### src/rtl/dadda_seq_pkg.sv
// Shared types and step tables for the sequential 16x16 Dadda multiplier.
package dadda_seq_pkg;

    typedef enum logic [1:0] {
        IDLE = 2'd0,
        MUL  = 2'd1,
        DONE = 2'd2
    } state_t;

    localparam int NUM_STEPS = 4;

    // Left shift applied to each byte-pair product before accumulation.
    localparam logic [4:0] STEP_SHIFT [NUM_STEPS] = '{5'd0, 5'd8, 5'd8, 5'd16};

    // Byte select per step: bit0 picks the high byte of a, bit1 the high byte of b.
    localparam logic [1:0] STEP_SEL [NUM_STEPS] = '{2'b00, 2'b01, 2'b10, 2'b11};

endpackage

### src/rtl/dadda_mul16_seq_if.sv
// Request/response handshake bundle between requester and multiplier.
interface dadda_mul16_seq_if;

    logic        in_valid;
    logic        in_ready;
    logic [15:0] a;
    logic [15:0] b;
    logic        out_valid;
    logic        out_ready;
    logic [31:0] p;
    logic        busy;

    modport master (
        output in_valid, a, b, out_ready,
        input  in_ready, out_valid, p, busy
    );

    modport slave (
        input  in_valid, a, b, out_ready,
        output in_ready, out_valid, p, busy
    );

endinterface

### src/rtl/dadda_mul16_seq_dadda8.sv
// Combinational 8x8 unsigned Dadda multiplier.
// Partial products are compressed column by column to heights 6, 4, 3, 2,
// then the two remaining rows are summed by one carry-propagate adder.
module dadda_mul16_seq_dadda8 (
    input  logic [7:0]  i_x,
    input  logic [7:0]  i_y,
    output logic [15:0] o_p
);

    localparam int DADDA_D [4] = '{6, 4, 3, 2};

    // Bit-level Dadda reduction; the tree shape depends only on constants.
    always_comb begin
        logic [15:0] cur   [16];
        logic [15:0] nxt   [16];
        int          cur_h [16];
        int          nxt_h [16];
        int          k;
        int          tot;
        logic        s_bit;
        logic        c_bit;
        logic [15:0] row0;
        logic [15:0] row1;

        // NOTE: every variable gets a value before any conditional use so no latch is inferred.
        s_bit = 1'b0;
        c_bit = 1'b0;
        k     = 0;
        tot   = 0;
        row0  = '0;
        row1  = '0;
        for (int c = 0; c < 16; c++) begin
            cur[c]   = '0;
            nxt[c]   = '0;
            cur_h[c] = 0;
            nxt_h[c] = 0;
        end

        // Partial-product matrix, one bit per (i, j) dropped into column i+j.
        for (int i = 0; i < 8; i++) begin
            for (int j = 0; j < 8; j++) begin
                cur[i+j][4'(cur_h[i+j])] = i_x[i] & i_y[j];
                cur_h[i+j]++;
            end
        end

        for (int s = 0; s < 4; s++) begin
            for (int c = 0; c < 16; c++) begin
                nxt[c]   = '0;
                nxt_h[c] = 0;
            end
            for (int c = 0; c < 16; c++) begin
                k = 0;
                // Carries arriving from column c-1 count toward this column's target height.
                for (int it = 0; it < 4; it++) begin
                    tot = (cur_h[c] - k) + nxt_h[c];
                    if (tot > DADDA_D[s] && (cur_h[c] - k) >= 2) begin
                        if (tot == DADDA_D[s] + 1) begin
                            s_bit = cur[c][4'(k)] ^ cur[c][4'(k+1)];
                            c_bit = cur[c][4'(k)] & cur[c][4'(k+1)];
                            k     = k + 2;
                        end else begin
                            s_bit = cur[c][4'(k)] ^ cur[c][4'(k+1)] ^ cur[c][4'(k+2)];
                            c_bit = (cur[c][4'(k)] & cur[c][4'(k+1)]) |
                                    (cur[c][4'(k)] & cur[c][4'(k+2)]) |
                                    (cur[c][4'(k+1)] & cur[c][4'(k+2)]);
                            k     = k + 3;
                        end
                        nxt[c][4'(nxt_h[c])] = s_bit;
                        nxt_h[c]++;
                        if (c < 15) begin
                            nxt[c+1][4'(nxt_h[c+1])] = c_bit;
                            nxt_h[c+1]++;
                        end
                    end
                end
                // Bits not consumed by an adder pass straight through.
                for (int r = 0; r < 16; r++) begin
                    if (r >= k && r < cur_h[c]) begin
                        nxt[c][4'(nxt_h[c])] = cur[c][r];
                        nxt_h[c]++;
                    end
                end
            end
            for (int c = 0; c < 16; c++) begin
                cur[c]   = nxt[c];
                cur_h[c] = nxt_h[c];
            end
        end

        for (int c = 0; c < 16; c++) begin
            row0[c] = cur[c][0];
            row1[c] = cur[c][1];
        end
        o_p = row0 + row1;
    end

endmodule

### src/rtl/dadda_mul16_seq.sv
// Sequential 16x16 unsigned multiplier: four byte-pair products issued through
// one shared 8x8 Dadda multiplier and combined by a shift-add accumulator.
// MUL_PIPE=1 registers the 8x8 product, delaying each accumulate by a cycle.
// Optional feature macro MUL_ZERO_SKIP_EN: a zero operand jumps straight to DONE.
module dadda_mul16_seq
    import dadda_seq_pkg::*;
#(
    parameter int MUL_PIPE = 0
) (
    input  logic              clk,
    input  logic              rst_n,
    dadda_mul16_seq_if.slave  bus
);

    state_t      r_state;
    state_t      w_next;
    logic [1:0]  r_step;
    logic        r_issue_done;
    logic [15:0] r_a;
    logic [15:0] r_b;
    logic [31:0] r_acc;

    logic        w_accept;
    logic        w_zero;
    logic        w_issue;
    logic [1:0]  w_sel;
    logic [7:0]  w_mx_a;
    logic [7:0]  w_mx_b;
    logic [15:0] w_prod;
    logic        w_acc_en;
    logic [1:0]  w_acc_step;
    logic [15:0] w_acc_prod;
    logic        w_last_acc;

    assign w_accept = bus.in_valid && (r_state == IDLE);
`ifdef MUL_ZERO_SKIP_EN
    assign w_zero   = (bus.a == 16'd0) || (bus.b == 16'd0);
`else
    assign w_zero   = 1'b0;
`endif

    // Issue one byte pair per MUL cycle until all four are in flight.
    assign w_issue = (r_state == MUL) && !r_issue_done;
    assign w_sel   = STEP_SEL[r_step];
    assign w_mx_a  = w_sel[0] ? r_a[15:8] : r_a[7:0];
    assign w_mx_b  = w_sel[1] ? r_b[15:8] : r_b[7:0];

    dadda_mul16_seq_dadda8 u_dadda8 (
        .i_x (w_mx_a),
        .i_y (w_mx_b),
        .o_p (w_prod)
    );

    generate
        if (MUL_PIPE == 1) begin : g_pipe
            logic        r_pv;
            logic [1:0]  r_pstep;
            logic [15:0] r_pprod;

            // Product register: the accumulate for step k happens one cycle after its issue.
            always_ff @(posedge clk or negedge rst_n) begin
                if (!rst_n) begin
                    r_pv    <= 1'b0;
                    r_pstep <= 2'd0;
                    r_pprod <= 16'd0;
                end else begin
                    r_pv    <= w_issue;
                    r_pstep <= r_step;
                    r_pprod <= w_prod;
                end
            end

            assign w_acc_en   = r_pv;
            assign w_acc_step = r_pstep;
            assign w_acc_prod = r_pprod;
        end else begin : g_comb
            assign w_acc_en   = w_issue;
            assign w_acc_step = r_step;
            assign w_acc_prod = w_prod;
        end
    endgenerate

    assign w_last_acc = w_acc_en && (w_acc_step == 2'd3);

    // State register.
    always_ff @(posedge clk or negedge rst_n) begin
        // NOTE: sequential state uses non-blocking assignments so all flops update together at the edge.
        if (!rst_n) begin
            r_state <= IDLE;
        end else begin
            r_state <= w_next;
        end
    end

    // Next-state decode.
    always_comb begin
        w_next = r_state;
        case (r_state)
            IDLE:    if (w_accept) w_next = w_zero ? DONE : MUL;
            MUL:     if (w_last_acc) w_next = DONE;
            DONE:    if (bus.out_ready) w_next = IDLE;
            default: w_next = IDLE;
        endcase
    end

    // Handshake and status outputs decoded from the current state.
    always_comb begin
        bus.in_ready  = (r_state == IDLE);
        bus.out_valid = (r_state == DONE);
        bus.busy      = (r_state == MUL) || (r_state == DONE);
    end

    // Operand capture, step counter and shift-add accumulator.
    always_ff @(posedge clk or negedge rst_n) begin
        if (!rst_n) begin
            r_a          <= 16'd0;
            r_b          <= 16'd0;
            r_acc        <= 32'd0;
            r_step       <= 2'd0;
            r_issue_done <= 1'b0;
        end else if (w_accept) begin
            r_a          <= bus.a;
            r_b          <= bus.b;
            r_acc        <= 32'd0;
            r_step       <= 2'd0;
            r_issue_done <= 1'b0;
        end else begin
            if (w_issue) begin
                r_step <= r_step + 2'd1;
                if (r_step == 2'd3) begin
                    r_issue_done <= 1'b1;
                end
            end
            if (w_acc_en) begin
                // The full sum fits in 32 bits, so no carry-out is kept.
                r_acc <= r_acc + (32'(w_acc_prod) << STEP_SHIFT[w_acc_step]);
            end
        end
    end

    assign bus.p = r_acc;

endmodule

### src/flat_wrapper.sv
// flat-port wrapper written by rule: the top's interface ports become plain ports
module dadda_mul16_seq_flat import dadda_seq_pkg::*;
#(
    parameter int MUL_PIPE = 0
)
  (clk, rst_n, bus_in_valid, bus_a, bus_b, bus_out_ready, bus_in_ready, bus_out_valid, bus_p, bus_busy);
  dadda_mul16_seq_if bus_i ();
  input  logic clk;
  input  logic rst_n;
  input wire logic [$bits(bus_i.in_valid)-1:0] bus_in_valid;
  input wire logic [$bits(bus_i.a)-1:0] bus_a;
  input wire logic [$bits(bus_i.b)-1:0] bus_b;
  input wire logic [$bits(bus_i.out_ready)-1:0] bus_out_ready;
  output wire logic [$bits(bus_i.in_ready)-1:0] bus_in_ready;
  output wire logic [$bits(bus_i.out_valid)-1:0] bus_out_valid;
  output wire logic [$bits(bus_i.p)-1:0] bus_p;
  output wire logic [$bits(bus_i.busy)-1:0] bus_busy;
  assign bus_i.in_valid = bus_in_valid;
  assign bus_i.a = bus_a;
  assign bus_i.b = bus_b;
  assign bus_i.out_ready = bus_out_ready;
  assign bus_in_ready = bus_i.in_ready;
  assign bus_out_valid = bus_i.out_valid;
  assign bus_p = bus_i.p;
  assign bus_busy = bus_i.busy;
  dadda_mul16_seq #(.MUL_PIPE(MUL_PIPE)) u_core (.clk(clk), .rst_n(rst_n), .bus(bus_i));
endmodule
### config.mk
export PLATFORM = sky130hd
export DESIGN_NAME = dadda_mul16_seq_flat
export DESIGN_NICKNAME = d
export VERILOG_FILES = /design/src/rtl/dadda_seq_pkg.sv /design/src/rtl/dadda_mul16_seq_if.sv /design/src/rtl/dadda_mul16_seq_dadda8.sv /design/src/rtl/dadda_mul16_seq.sv /design/src/flat_wrapper.sv
export SDC_FILE = /design/constraint.sdc
export NUM_CORES = 1
export LEC_CHECK = 0
export ABC_AREA = 1
export BUFFER_PORTS_ARGS = -buffer_cell sky130_fd_sc_hd__buf_4
export CAP_MARGIN = 10
export CORE_MARGIN = 5
export CORE_UTILIZATION = 61
export CTS_CLUSTER_DIAMETER = 150
export DETAILED_ROUTE_END_ITERATION = 12
export GPL_TIMING_DRIVEN = 0
export HOLD_SLACK_MARGIN = 0.03
export MAX_ROUTING_LAYER = met4
export PLACE_DENSITY = 0.78
export SYNTH_ARGS = -nofsm -noshare
export SYNTH_HDL_FRONTEND = slang
export SYNTH_SLANG_ARGS = --single-unit
### constraint.sdc
create_clock -name clk -period 7 [get_ports clk]
set_input_delay 1.05 -clock clk [delete_from_list [all_inputs] [get_ports clk]]
set_output_delay 1.05 -clock clk [all_outputs]
set_load 0.02 [all_outputs]
==> metrics.md <==
| Metric | Value |
|---|---|
| Status | finished, final reports clean |
| Critical Path End Type | register |
| Asr flop ratio synth | 100% |
| Leading area contributor after synthesis | dfrtp_1 |
| Most frequent cells in the layout | nand2_1, inv_1, nor2_1, buf_4, dfrtp_1 |
| Synth Flop Type | dfrtp_1 |
| Ratio of cells with drive above 1 in the final layout | 13.5% |
| Rows | 39 |
| Final Critical Period | 6670 ps |
| CP max stage cell | fa_1 |
| Leading cell type in the layout, fill and taps excluded | nand2_1 |
| Longest Clk Path Bufs | 2 |
| Initial antenna violation count | 0 |
| Post-Layout Inst Area | 0.00814 mm^2 |
| WL per Instance | 15.6 um |
| WS Path Type | reg -> reg |
| Syn nets | 1181 |
| Clock-pin slew on the worst setup and hold paths | 70 ps |
| Routed vias/inst | 5.53 |
| Number of synthesized register bits | 69 |
| Fin Hold WS | 474 ps |
| Vias in the first global route | 6749 |
| Slowest cell delay on critical path | 520 ps |
| Clk_skew | 10.9 ps |
| Worst-Skew Late Latency | 350 ps |
| Final setup violation count | 0 |
| Min-Delay Path Class | reg -> reg |
| Startpoint Class | register |
| Hold path depth | 2 |
| DRC | 0 |
| Place WS | 18.1 ps |
| M3 GR Usage | 7.20% |
| Core footprint | 0.0114 mm^2 |
| Width of the die | 117 um |
| TritonCTS clock tree | yes |
| # IOs | 71 |
| Top delay family on crit path | adder cells |
| Mapped Cells | 1052 |
| Sequential share of the synthesized area | 24.6% |
| Antenna-violating nets left | 0 |
| Hold Path End | u_core.r_b[12] |
| Crit-path max FO | 10 |
| Final WL | 20.0 mm |
| Root Driver | clkbuf_16 |
| Grt total ovfl | 0 |
| Post-Syn Area | 0.00702 mm^2 |
| Reg-to-Reg End | u_core.bus.p[18] |
| Starting density of the core | 61.8% |
| Period utilization | 95.2% |
| Top cell type's share of synthesized area | 24.6% |
| CP dominant cell by count | nand2_1 |
| First-pass GRT wire length | 33.1 mm |
| Hold_sp | u_core.r_b[12] |
| RSZ-0062 raised after global routing | yes |
| Total die area | 0.0138 mm^2 |
| PnR worst setup slack | 334 ps |
| Post-DP HPWL | 16.1 mm |
| Top post-synthesis cells by area | dfrtp_1, nand2_1, fa_1, ha_1, inv_1 |
| # nets final | 1263 |
| Critical path buffers and inverters | 5 |
| Iter 0 DRT Violations | 629 |
| Total CTS buffers | 9 |
| First-pass DRT Iterations | 5 |
| Hold-fix buffers, CTS | 0 |
| Largest net degree at the start of global routing | 70 |
| Synth warn | 0 |
| Gpl congestion | 1.03 |
| Syn avg cell area | 6.67 um^2 |
| H-tree Lvls | 3 |
| Area Growth Syn to Fin | 15.9% |
| WP data required | 7230 ps |
| GRT Overall Usage | 32.0% |
| Synth cell types | 38 |
| Slew headroom | 39.6% |
| Arrival time worst endpoint | 6900 ps |
| Worst-margin pin slew | 905 ps |
| Met1 GRT Util | 47.0% |
| Origin of the critical flop-to-flop path | u_core.r_step[1] |
| M2 GR Usage | 45.2% |
| R2r setup slk | 330 ps |
| Final Max Slew Viols | 0 |
| PortBufs | 70 |
| Die height | 117 um |
| EDFF count, synth | 0 |
| Fmax | 150 MHz |
| CTS sink count | 69 |
| GR peak layer | met1 |
| Final Hold Viols | 0 |
| DR vias | 7090 |
| Max-cap violation count | 0 |
| Post-DP Area | 0.00773 mm^2 |
| R2R depth | 32 |
| N_diodes | 0 |
## timing repair
item                       CTS  global route
gates resized for setup      0            35
setup endpoints to repair    0            22
setup buffers                0             1
## cell type report
type / instances / area (um^2)
tap: 143 / 179
inverter: 134 / 507
multi-input combinational: 831 / 4820
fill: 1019 / 3230
clock buffer: 9 / 225
clock inverter: 7 / 57.6
timing repair buffer: 71 / 533
buffer: 18 / 86.3
sequential: 69 / 1730
## worst min-delay path: cells and delay by family (launching register included)
| kind | cells | cell delay (ps) |
|---|---|---|
| flip-flops | 1 | 340 |
| AND/OR/NAND/NOR | 2 | 100 |
## flip-flops by register name (all words and copies together), names as in the netlist
signal               flops
u_core.r_issue_done      1
u_core.r_step            2
u_core.r_state           2
u_core.r_b              16
u_core.bus.p            32
u_core.r_a              16
## stage by stage
stage / cells / util (%) / TNS [ps]
after floorplan: 1052 / - / 0
after global placement: 1265 / 68.0 / 0
after detailed placement: 1265 / 68.0 / 0
after CTS: 1281 / 70.4 / 0
after global routing: 1282 / 71.6 / -45.1
final: 1282 / 71.6 / 0
## how the worst max path moves through the flow
| stage | start | to | slack, ps | cells past startpoint |
|---|---|---|---|---|
| 2_1_floorplan | u_core.r_step[1] | u_core.bus.p[18] | 1220 | 33 |
| 3_3_place_gp | u_core.r_step[1] | u_core.bus.p[31] | 130 | 31 |
| 3_5_place_dp | u_core.r_step[1] | u_core.bus.p[31] | 20 | 31 |
| 4_1_cts | u_core.r_step[1] | u_core.bus.p[31] | 30 | 31 |
| 5_1_grt | u_core.r_step[1] | u_core.bus.p[31] | -20 | 34 |
| 6_report | u_core.r_step[1] | u_core.bus.p[18] | 330 | 32 |
## cells by family after synthesis
kind of cell,share of synthesized area (%)
AOI/OAI and AO/OA,10.7
xor gates and xnor gates,1.37
adders and majority gates,20.5
buffers and inverters,8.39
DFF,24.6
muxes,0.428
and+or+nand+nor,33.9
## cell usage after synthesis, drive strengths merged, types with 5 or more instances
library cell / instances
a21oi: 54
buf: 10
clkbuf: 8
dfrtp: 69
fa: 37
ha: 56
inv: 134
nand2: 362
nand3: 48
nand4: 8
nor2: 132
nor3: 7
o21ai: 65
o21bai: 5
or2: 22
xor2: 7
## per-layer routing
metal | up-vias | routed length, um | part of all wire (%)
met3 | 29 | 2110 | 11
met2 | 278 | 8340 | 42
met1 | 3289 | 9300 | 46
li1 | 3494 | - | -
met5 | - | 0 | 0
met4 | 0 | 286 | 1.4
Power is not shown: default switching activity piles up to over one toggle a cycle in this logic, so the estimate is an artifact.
